`config.mk`:
```
export PLATFORM = sky130hd
export DESIGN_NAME = serial_adder_ctrl
export DESIGN_NICKNAME = d
export VERILOG_FILES = /design/src/rtl/serial_adder_pkg.sv /design/src/rtl/serial_adder_ctrl_fa.sv /design/src/rtl/serial_adder_ctrl.sv
export SDC_FILE = /design/constraint.sdc
export NUM_CORES = 1
export LEC_CHECK = 0
export ABC_AREA = 1
export BUFFER_PORTS_ARGS = -buffer_cell sky130_fd_sc_hd__clkbuf_2
export CAP_MARGIN = 15
export CORE_ASPECT_RATIO = 1.25
export CORE_MARGIN = 2
export CORE_UTILIZATION = 62
export CTS_BUF_LIST = sky130_fd_sc_hd__clkbuf_4 sky130_fd_sc_hd__clkbuf_8
export DETAILED_ROUTE_END_ITERATION = 16
export PLACE_DENSITY_LB_ADDON = 0.25
export SLEW_MARGIN = 20
export SYNTH_ARGS = -nofsm -noshare
export SYNTH_HDL_FRONTEND = slang
export SYNTH_HIERARCHICAL = 1
export SYNTH_SLANG_ARGS = --single-unit
export TNS_END_PERCENT = 5
```
`constraint.sdc`:
```
create_clock -name clk -period 2.2 [get_ports clk]
set_input_delay 0.33 -clock clk [delete_from_list [all_inputs] [get_ports clk]]
set_output_delay 0.33 -clock clk [all_outputs]
set_load 0.01 [all_outputs]
```
`src/rtl/serial_adder_pkg.sv`:
```
// Shared types and opcodes for the bit-serial add/subtract engine.
package serial_adder_pkg;

    typedef enum logic [1:0] {
        S_IDLE,
        S_RUN,
        S_DONE
    } state_t;

    localparam logic OP_ADD = 1'b0;
    localparam logic OP_SUB = 1'b1;

endpackage

```
`src/rtl/serial_adder_ctrl_fa.sv`:
```
// Single-bit full-adder cell; the only arithmetic element of the serial engine.
module fullAdder (
    input  logic a,
    input  logic b,
    input  logic cin,
    output logic sum,
    output logic cout
);

    assign sum  = a ^ b ^ cin;
    assign cout = (a & b) | (a & cin) | (b & cin);

endmodule

```
`src/rtl/serial_adder_ctrl.sv`:
```
// Bit-serial add/subtract controller: one full-adder cell stepped LSB first,
// one bit per clock, with a start/ready request side and a done pulse on completion.
//
// state  | meaning
// S_IDLE | ready for a request; operands loaded on start
// S_RUN  | one operand bit per edge through the adder cell
// S_DONE | one-cycle done pulse; result registers valid
module serial_adder_ctrl
    import serial_adder_pkg::*;
#(
    parameter int WIDTH = 8
) (
    input  logic             clk,
    input  logic             reset,
    input  logic             start,
    input  logic             sub,
    input  logic [WIDTH-1:0] a,
    input  logic [WIDTH-1:0] b,
    output logic             ready,
    output logic             done,
    output logic [WIDTH-1:0] sum,
    output logic             cout,
    output logic             ovf
);

    localparam int CW = $clog2(WIDTH);
    localparam logic [CW-1:0] CNT_LAST = CW'(WIDTH - 1);

    state_t           state;
    state_t           state_nxt;
    logic [WIDTH-1:0] a_sh;
    logic [WIDTH-1:0] b_sh;
    logic [WIDTH-1:0] s_sh;
    logic             carry;
    logic [CW-1:0]    cnt;
    logic             fa_sum;
    logic             fa_cout;
    logic             last_bit;

    fullAdder u_fa (
        .a    (a_sh[0]),
        .b    (b_sh[0]),
        .cin  (carry),
        .sum  (fa_sum),
        .cout (fa_cout)
    );

    assign last_bit = (cnt == CNT_LAST);

    always_ff @(posedge clk or posedge reset) begin
        if (reset) begin
            state <= S_IDLE;
        end else begin
            state <= state_nxt;
        end
    end

    always_comb begin
        state_nxt = state;
        ready     = 1'b0;
        done      = 1'b0;
        case (state)
            S_IDLE: begin
                ready = 1'b1;
                if (start) state_nxt = S_RUN;
            end
            S_RUN: begin
                if (last_bit) state_nxt = S_DONE;
            end
            S_DONE: begin
                done      = 1'b1;
                state_nxt = S_IDLE;
            end
            default: state_nxt = S_IDLE;
        endcase
    end

    // Subtraction is a + ~b + 1: invert B at load and seed the carry with 1.
    always_ff @(posedge clk or posedge reset) begin
        if (reset) begin
            a_sh  <= '0;
            b_sh  <= '0;
            s_sh  <= '0;
            carry <= 1'b0;
            cnt   <= '0;
            sum   <= '0;
            cout  <= 1'b0;
            ovf   <= 1'b0;
        end else begin
            case (state)
                S_IDLE: begin
                    if (start) begin
                        a_sh  <= a;
                        b_sh  <= (sub == OP_SUB) ? ~b : b;
                        carry <= sub;
                        cnt   <= '0;
                    end
                end
                S_RUN: begin
                    a_sh  <= {1'b0, a_sh[WIDTH-1:1]};
                    b_sh  <= {1'b0, b_sh[WIDTH-1:1]};
                    s_sh  <= {fa_sum, s_sh[WIDTH-1:1]};
                    carry <= fa_cout;
                    if (last_bit) begin
                        sum  <= {fa_sum, s_sh[WIDTH-1:1]};
                        cout <= fa_cout;
                        ovf  <= carry ^ fa_cout;
                    end else begin
                        cnt <= cnt + 1'b1;
                    end
                end
                default: ;
            endcase
        end
    end

endmodule

```
After elaboration in Yosys (flattened, before gate mapping)
Cells that the tools add are included.

operators by class
  muxes and demuxes = 15
  eq/ne operators = 6
  reductions and logical operators = 6
  bitwise operators = 9
  $add $sub $neg = 1

operators by type and width
  operator                                                                number
  8-bit case mux with 2 select lines                                      2
  8-bit two-way mux                                                       3
  8-bit inverter                                                          1
  3-bit two-way mux                                                       2
  2-bit inequality test (second input constant)                           3
  3-bit case mux with 2 select lines                                      1
  2-bit AND reduction                                                     3
  2-bit two-way mux                                                       2
  2-bit case mux with 2 select lines                                      1
  3-bit by 1-bit adder with 3-bit output (second input constant)          1
  1-bit AND                                                               3
  3-bit equality test (second input constant)                             1
  1-bit two-way mux                                                       3
  3-bit AND reduction                                                     1
  1-bit XOR                                                               3
  2-bit by 1-bit equality test with 1-bit output (second input constant)  1
  2-bit equality test (second input constant)                             1
  2-bit logical NOT                                                       1
  1-bit bitwise OR                                                        2
  1-bit case mux with 2 select lines                                      1
  2-bit nonzero test                                                      1

storage, ports and cells
  output and inout bits = 12
  flip-flop bits (word level) = 40
  bits of input ports = 20
  word-level logic and storage cells = 46

Logic depth before layout (Yosys ltp)
  depth in word-level cells = 4
  mapped depth = 8
  mapped depth without buffers = 7

Modules after synthesis
The synthesis kept the hierarchy.

by module, submodules not included
  module             area an instance (um^2)  seq. area each (um^2)  cells each  instances
  serial_adder_ctrl  1834.3                   975.9                  238         1
  fullAdder          20.0                     0.0                    1           1

Worst setup path before layout
OpenSTA, ideal clock, no wires.

  path kind = flip-flop to flip-flop
  start = register cnt[0]
  end = register sum[0]
  period minus slack after synthesis = 1219 ps
  required time = 2084 ps
  library setup time = 116 ps
  data arrival time = 1103 ps
  setup slack = 981 ps
  stages on the path, launching flop included = 8
  buffers on the path = 1
  cell sequence = dfrtp_1 > ha_1 > ha_1 > nand2_2 > buf_6 > inv_2 > nand2_1 > nand2_1

between the ends
  cells in the longest elaborated chain, start to end = 2

ends and longest elaborated chain
  what                                  RTL line                  RTL
  from (decl)                           serial_adder_ctrl.sv:35   logic [CW-1:0] cnt;
  from (signal assigned)                serial_adder_ctrl.sv:109  cnt <= cnt + 1'b1;
  3-bit equality test                   serial_adder_ctrl.sv:48   assign last_bit = (cnt == CNT_LAST);
  2-bit AND reduction (no source line)  -
  to (signal assigned)                  serial_adder_ctrl.sv:105  sum <= {fa_sum, s_sh[WIDTH-1:1]};
  to (decl)                             serial_adder_ctrl.sv:21   output logic [WIDTH-1:0] sum,

Every way passes these cells.
A chain may end at the register's enable or synchronous reset.

Worst setup path in the final report
  start = register state[1]
  end = register cnt[2]

between the ends
  cells in the longest elaborated chain, start to end = 3
  elaborated cells between the ends (all ways) = 7
  those cells by class = eq/ne: 3; mux: 1; reduce/logical: 3

ends and longest elaborated chain
  what                                                                                 RTL line                 RTL
  from (decl)                                                                          serial_adder_ctrl.sv:29  state_t state;
  from (signal assigned)                                                               serial_adder_ctrl.sv:54  state <= state_nxt;
  2-bit by 1-bit equality test with 1-bit output or 2-bit logical NOT (tied branches)  serial_adder_ctrl.sv:90  case (state)
  2-bit inequality test (no source line) or 2-bit nonzero test (tied branches)         -
  3-bit AND reduction (no source line)                                                 -

Parallel ways exist; a longest one is shown, timed or not.

==> reports/qor.txt <==
library cells used by synthesis: 19
CP arrival: 1.78 ns
Die W: 52.92 microns
Row Count: 22
via/cell ratio: 4.818
largest fanout on the critical path: 20
Ys Warns: 6
core area: 0.002890 sq mm
register area share after synthesis: 52.63%
clk_lat worst skew: 0.35 ns
vias in the first global route: 1338
total global-route track usage: 23.10%
Max Cap Viol: 0
crit start category: register
hpwl dp: 2223 microns
Mapped Cells: 239
Wirelength per Cell: 10.53 microns
Post-Route WL: 3232 microns
ANT nets after route: 0
Lkg Pwr: 1.197 nW
Fillers: 246
RSZ-0062 raised after global routing: false
layout cells sized above 1: 17.71%
Port Buffers: 31
Post-CTS Resized: 0
drt pass-1 iters: 4
P&R area growth vs syn: 14.10%
CTS hold repair buffers: 0
HP Class: in2async
P per Cell Area: 1489 mW/mm^2
syn nets: 262
crit path capture type: register
First DRT Iteration DRCs: 26
Remaining DRCs: 0
CTS tree: built
final hold violation count: 0
clock slew at reported path FFs: 0.12 ns
Num CTS Buffers: 5
chip height: 65.15 microns
GRT Residual Overflow: 0
Final Max Slew Viols: 0
Period Utilization, post-route: 69.92%
first-pass GRT wire length: 5782 microns
GP Congestion: 0.7476
critical path data required time: 2.44 ns
Ports: 32
Rel. slew slack: 67.36%
setup bufs post-CTS: 0
Final min period: 1.538 ns
Die Area: 0.003447 sq mm
syn_area_per_cell: 7.758 sq um
initial antenna violation count: 0
vias: 1479
clk buf depth: 2
synthesis-stage register bit count: 39
Setup TNS Final: 0 ns
final setup fails: 0
total chip power: 3.151 mW
Setup Skew: 0.01627 ns
Peak VDD IR: 1192 uV
fmax: 0.6501 GHz
Root Buffer: clkbuf_4
NumNets Final: 293
Mapped Area: 0.001854 sq mm
status: completed
H-tree level count: 2
n_diodes: 0
Clock Sinks: 39
worst-margin pin slew: 0.4896 ns
Initial Util: 64.16%
largest net degree at the start of global routing: 40
CP Class: reg2reg
-- worst max-delay path, cell delays in order, from the launching register on --
cell and delay (ns):
dfrtp_1 0.39, inv_1 0.14, nand2_2 0.25, nand2_1 0.36
nand2_1 0.17, nand2_1 0.09, nand2_1 0.05
-- final timing paths --
kind | from | end | slack (ns) | cells after the start
worst min register to register | b_sh[5] | b_sh[5] | 0.49 | 2
worst max register to register | state[1] | cnt[2] | 0.66 | 6
min in group clk | a[7] | a_sh[7] | 0.23 | 3
max in group asynchronous | reset | a_sh[2] | 1.80 | 3
worst min-delay path | reset | s_sh[2] | 0.04 | 3
worst max-delay path | state[1] | cnt[2] | 0.66 | 6
-- kinds of logic after synthesis --
kind of cell,count (synthesis),synth area share (%)
simple gates,131,27.67
buf+inv,40,9.648
flops,39,52.63
compound gates,24,6.680
fa+ha+maj,3,2.429
xor+xnor,2,0.9448
-- layout make-up --
class,count,area (sq um),area share [%]
inverters,30,112.6,5.322
clock inverters,2,60.06,2.839
repair buffers,34,177.7,8.397
multi-input cells,160,699.4,33.06
clock buffers,6,45.04,2.129
well taps,36,45.04,2.129
flip-flops and latches,39,975.9,46.13
-- cells in the mapped netlist --
cell type  instances  area (sq um)
buf_2              5         25.02
buf_4              2         15.01
buf_6              2         22.52
clkbuf_1           1         3.750
dfrtp_1           39         975.9
fa_1               1         20.02
ha_1               2         25.02
inv_1             28         105.1
inv_2              2         7.510
nand2_1           95         356.6
nand2_2            2         12.51
nand3_1           11         55.05
nor2_1            22         82.58
nor2_2             1         6.260
o21ai_0            8         40.04
o21ai_1           15         75.07
o21ai_2            1         8.760
xnor2_1            1         8.760
xor2_1             1         8.760
-- state kept, by name (all words and copies together) (netlist names) --
| register | cells |
|---|---|
| carry | 1 |
| b_sh | 8 |
| cnt | 3 |
| state | 2 |
| sum | 8 |
| a_sh | 8 |
| s_sh | 7 |
| cout | 1 |
| ovf | 1 |
-- routing by layer --
layer	global-route usage, %	part of all wire, %
met4	8.974	1.6
met5	0	0
met3	6.591	4.5
met1	29.30	46
met2	37.03	48
-- placed cells by master, fill, tap and decap left out, drive strengths merged --
cell	n
bufinv	2
nor2	23
ha	2
fa	1
nand2	97
nand3	11
buf	3
clkbuf	37
dfrtp	39
inv	30
xor2	1
xnor2	1
o21ai	24
-- power breakdown --
part | total, mW | switching, mW | internal (mW) | leakage (nW)
clock | 0.605 | 0.238 | 0.367 | 0.0559
combinational | 1.30 | 0.820 | 0.484 | 0.657
sequential | 1.24 | 0.185 | 1.06 | 0.484
-- per-stage QoR --
stage / instances / utilization [%] / hold slack, ns / cell area, sq um / setup WS [ns]
CTS: 307 / 73.20 / 0.06499 / 2116 / 0.6724
finish: 307 / 73.20 / 0.04324 / 2116 / 0.6618
floorplan: 239 / - / 0.4412 / 1854 / 0.9807
global placement: 299 / 69.57 / 0.4500 / 2011 / 0.7488
detailed placement: 299 / 69.57 / 0.4554 / 2011 / 0.6678
global route: 307 / 73.20 / 0.09838 / 2116 / 0.5084
Power figures use the tool's default switching activity.
